**src/rtl/pc_req_ctrl_pkg.sv**
```systemverilog
// Shared types and constants for the PC request controller.
package pc_req_ctrl_pkg;

    localparam int PC_W = 32;
    localparam logic [PC_W-1:0] DEFAULT_BOOT_ADDR = 32'h0000_0080;

    typedef enum logic [1:0] {
        FETCH,
        WAIT_CMD,
        SETUP,
        ASSERT
    } pc_req_state_e;

endpackage

```
**src/rtl/pc_req_ctrl.sv**
```systemverilog
// Holds the PC, fetches it, and runs a setup/assert req handshake with pc_alu per decode command.
// Command accepted in cycle N: SETUP in N+1, req high ALU_LAT cycles, new PC fetched at N+2+ALU_LAT; stalls on fetch_ready_i/cmd_valid_i.
module pc_req_ctrl
    import pc_req_ctrl_pkg::*;
#(
    parameter logic [PC_W-1:0] BOOT_ADDR = DEFAULT_BOOT_ADDR,
    parameter int unsigned     ALU_LAT   = 1
) (
    input  logic            clk_i,
    input  logic            rst_i,
    output logic [PC_W-1:0] fetch_addr_o,
    output logic            fetch_valid_o,
    input  logic            fetch_ready_i,
    input  logic            cmd_valid_i,
    output logic            cmd_ready_o,
    input  logic            cmd_taken_i,
    input  logic [PC_W-1:0] cmd_offset_i,
    input  logic [PC_W-1:0] cmd_op_i,
    output logic            req_o,
    output logic [PC_W-1:0] operand_a_o,
    output logic [PC_W-1:0] operand_b_o,
    output logic            branch_bool_o,
    output logic [PC_W-1:0] op_bool_o,
    input  logic [PC_W-1:0] pc_next_i,
    output logic [PC_W-1:0] retired_o,
    output logic            misalign_o
);

    localparam logic [3:0] LAT_M1 = 4'(ALU_LAT - 1);

    pc_req_state_e   state;
    logic [3:0]      lat_cnt;
    logic [PC_W-1:0] pc_q;
    logic [PC_W-1:0] opb_q;
    logic [PC_W-1:0] op_q;
    logic            taken_q;
    logic            req_q;
    logic [PC_W-1:0] retired_q;
    logic            misalign_q;

    always_ff @(posedge clk_i or posedge rst_i) begin
        if (rst_i) begin
            state      <= FETCH;
            lat_cnt    <= 4'd0;
            pc_q       <= BOOT_ADDR;
            opb_q      <= '0;
            op_q       <= '0;
            taken_q    <= 1'b0;
            req_q      <= 1'b0;
            retired_q  <= '0;
            misalign_q <= 1'b0;
        end else begin
            case (state)
                FETCH: begin
                    if (fetch_ready_i) begin
                        state <= WAIT_CMD;
                    end
                end
                WAIT_CMD: begin
                    if (cmd_valid_i) begin
                        taken_q <= cmd_taken_i;
                        opb_q   <= cmd_offset_i;
                        op_q    <= cmd_op_i;
                        state   <= SETUP;
                    end
                end
                SETUP: begin
                    // Operands have now been stable a full cycle, so req may rise.
                    lat_cnt <= LAT_M1;
                    req_q   <= 1'b1;
                    state   <= ASSERT;
                end
                ASSERT: begin
                    if (lat_cnt == 4'd0) begin
                        pc_q      <= {pc_next_i[PC_W-1:2], 2'b00};
                        retired_q <= retired_q + 32'd1;
                        if (pc_next_i[1:0] != 2'b00) begin
                            misalign_q <= 1'b1;
                        end
                        req_q <= 1'b0;
                        state <= FETCH;
                    end else begin
                        lat_cnt <= lat_cnt - 4'd1;
                    end
                end
                default: state <= FETCH;
            endcase
        end
    end

    assign fetch_addr_o  = pc_q;
    assign fetch_valid_o = (state == FETCH);
    assign cmd_ready_o   = (state == WAIT_CMD);
    assign req_o         = req_q;
    assign operand_a_o   = pc_q;
    assign operand_b_o   = opb_q;
    assign branch_bool_o = taken_q;
    assign op_bool_o     = op_q;
    assign retired_o     = retired_q;
    assign misalign_o    = misalign_q;

endmodule

```
**config.mk**
```make
export PLATFORM = sky130hd
export DESIGN_NAME = pc_req_ctrl
export DESIGN_NICKNAME = d
export VERILOG_FILES = /design/src/rtl/pc_req_ctrl_pkg.sv /design/src/rtl/pc_req_ctrl.sv
export SDC_FILE = /design/constraint.sdc
export NUM_CORES = 1
export LEC_CHECK = 0
export CAP_MARGIN = 0
export CORE_UTILIZATION = 37
export CTS_CLUSTER_DIAMETER = 40
export CTS_CLUSTER_SIZE = 12
export DETAILED_ROUTE_END_ITERATION = 6
export PLACE_DENSITY_LB_ADDON = 0.05
export REMOVE_ABC_BUFFERS = 1
export SLEW_MARGIN = 20
export SYNTH_ARGS = -nofsm -noshare
export SYNTH_HDL_FRONTEND = slang
export SYNTH_SLANG_ARGS = --single-unit
```
**constraint.sdc**
```tcl
create_clock -name clk_i -period 4.7 [get_ports clk_i]
set_clock_uncertainty 0.1 [all_clocks]
set_input_delay 0.94 -clock clk_i [delete_from_list [all_inputs] [get_ports clk_i]]
set_output_delay 0.94 -clock clk_i [all_outputs]
set_load 0.01 [all_outputs]
```
==> summary.txt <==
Clock tree
  • Gates resized, CTS repair: 0
  • Postcts setup bufs: 0
  • CTS max path bufs: 2
  • Worst skew pair latency: 410 ps
  • Htree depth: 4
  • Reg clk slew, reported paths: 50 ps
  • CTS tree: done
  • CTS root buf: clkbuf_16
  • Cts bufs inserted: 17
  • TritonCTS Sinks: 135
  • CTS Hold Bufs: 0

Timing
  • RSZ-0062 raised after global routing: no
  • Worst Tran Pin Value: 865 ps
  • Max-slew violation count: 0
  • Ratio of final minimum period to clock period: 58.3%
  • Min Tclk post-route: 2740 ps
  • Max Freq: 365 MHz
  • Final hold violation count: 0
  • TNS Setup: 0 ps
  • Final-report setup violation count: 0
  • Worst slew margin relative to its limit: 41.8%

Synth
  • Post-synth EDFFs: 0
  • Netlist cell types: 29
  • Post-synthesis sequential area ratio: 59.2%
  • Async S/R FF share, synth: 100%
  • Yosys warning total: 0
  • Seq cells post-synth: 135
  • Netlist Area Pre-Place: 5710 sq um
  • Most used DFF post-synth: dfrtp_1
  • Syn Inst Count: 478
  • Avg Cell Area, Syn: 12.0 sq um

Routing
  • DR WL/cell: 15.6 um
  • Via Count: 4306
  • DR vias/cell: 4.70
  • Initial DRC count: 179
  • Wire length on met2: 6.96 mm
  • WL met1: 5.93 mm
  • Met3 wire length: 1.15 mm
  • WL final: 14.3 mm
  • DR top layer: met4
  • Pre-antenna DRT Iters: 7
  • Antenna Nets Post-Route: 0
  • DR DRC count: 0

Critical path
  • R2R setup slack: 2170 ps
  • CP max FO: 4
  • Critical path's largest stage delay: 550 ps
  • Family with the most delay on the worst path: buffers and inverters
  • CP Buf/Inv Count: 2
  • Critical-path cell list: inv_1 -> ha_1 -> clkdlybuf4s50_1
  • CP max-delay cell: clkdlybuf4s50_1
  • Worst setup EP type: output pin
  • Worst setup path category: flip-flop to output pin
  • Critical Path AT: 1700 ps
  • Startpoint type of the worst setup path: flip-flop
  • WP data required: 3660 ps

Final layout
  • Design area: 8940 sq um
  • Nets@finish: 825
  • Most frequent cells in the layout: clkdlybuf4s50_1 (261), dfrtp_1 (134), nand2_1 (108)
  • Post-Layout Cell Count: 917
  • Layout cells sized above 1: 15.0%
  • N_diodes: 0
  • Area delta synth->final: 56.5%
  • Commonest non-fill, non-tap cell in the layout: clkdlybuf4s50_1

Floorplanning
  • Die span in y: 126 um
  • Core Region: 15100 sq um
  • Die ar.: 15900 sq um
  • FP Rows: 45
  • Die X: 126 um
  • Top-level I/O count: 266
  • Initial Utilization: 37.7%

Global route
  • Largest net degree at the start of global routing: 66
  • Vias in the first global route: 4292
  • Grt total ovfl: 0
  • First-pass GRT wire length: 22.5 mm
  • Initial antenna violation count: 0
  • GRT Util Overall: 18.5%

Status
  • Status: finished, final reports clean

Place
  • Placed cell count: 885
  • Dpl hpwl: 10.4 mm
  • RePlAce Congestion: 0.733
  • Port bufs: 261
  • Dpl cell area: 8300 sq um

Power
  • Pwr Density: 637 nW/um^2
  • Static Leak: 3.90 nW
  • Peak supply drop: 0.316 mV
  • Total Power: 5.69 mW

Run
  • Max-cap violations: 0

Worst hold path
  • Min-Delay Path Class: flip-flop to flip-flop
==> layout make-up <==
type                            instances  area [sq um]
Clock inverter                          8           143
Inverter                               10          40.0
Clock buffer                           24           492
Fill cell                            1205          6210
Multi-Input combinational cell        286          1990
Sequential cell                       135          3380
Timing Repair Buffer                  266          2660
Tap cell                              188           235
==> power breakdown <==
| group | leakage [nW] | internal (mW) | switching, mW |
|---|---|---|---|
| combinational | 1.91 | 1.41 | 0.949 |
| clock | 0.310 | 0.942 | 0.474 |
| sequential | 1.68 | 1.62 | 0.293 |
==> logic make-up after synthesis <==
| group | synth area share (%) |
|---|---|
| compound gates | 0.745 |
| xor+xnor | 5.06 |
| fa+ha+maj | 1.75 |
| buf+inv | 6.53 |
| flops | 59.2 |
| mux | 12.8 |
| other cells | 0.0656 |
| simple gates | 13.9 |
==> worst paths after layout <==
check | startpoint | endpoint | cells after the start
worst min-delay path | retired_o[31] | retired_o[31] | 1
worst min register to register | retired_o[31] | retired_o[31] | 1
min in group asynchronous | rst_i | op_bool_o[5] | 2
max in group asynchronous | rst_i | op_bool_o[1] | 3
worst max register to register | state[0] | retired_o[31] | 6
worst max-delay path | state[1] | cmd_ready_o | 3
==> routing by layer <==
layer / track usage (%) / up-vias
met1: 22.0 / 2071
met3: 6.24 / 21
li1: - / 2021
met5: 0 / -
met2: 30.3 / 193
met4: 8.36 / 0
==> sequential cells by signal, indices dropped and copies added (netlist names) <==
| name | count |
|---|---|
| lat_cnt | 4 |
| misalign_o | 1 |
| operand_b_o | 32 |
| req_o | 1 |
| fetch_addr_o | 30 |
| branch_bool_o | 1 |
| state | 2 |
| retired_o | 32 |
| op_bool_o | 32 |
==> Yosys cell counts (7+ instances only) <==
library cell	n	area (sq um)
nand2_1	109	409
buf_4	34	255
xnor2_1	26	228
nor2_1	9	33.8
dfrtp_1	134	3350
xor2_1	7	61.3
ha_1	8	100
nand4_1	12	75.1
nand3_1	19	95.1
mux2_2	65	732
buf_2	10	50.1
inv_1	10	37.5
==> through the flow <==
| step | utilization [%] | hold WS (ps) | setup slack [ps] |
|---|---|---|---|
| 2_1_floorplan | - | 381 | 50.5 |
| 3_3_place_gp | 54.8 | 360 | 1680 |
| 3_5_place_dp | 54.8 | 365 | 1680 |
| 4_1_cts | 59.0 | 381 | 1930 |
| 5_1_grt | 59.0 | 391 | 1870 |
| 6_report | 59.0 | 381 | 1960 |
Power figures use the tool's default switching activity.
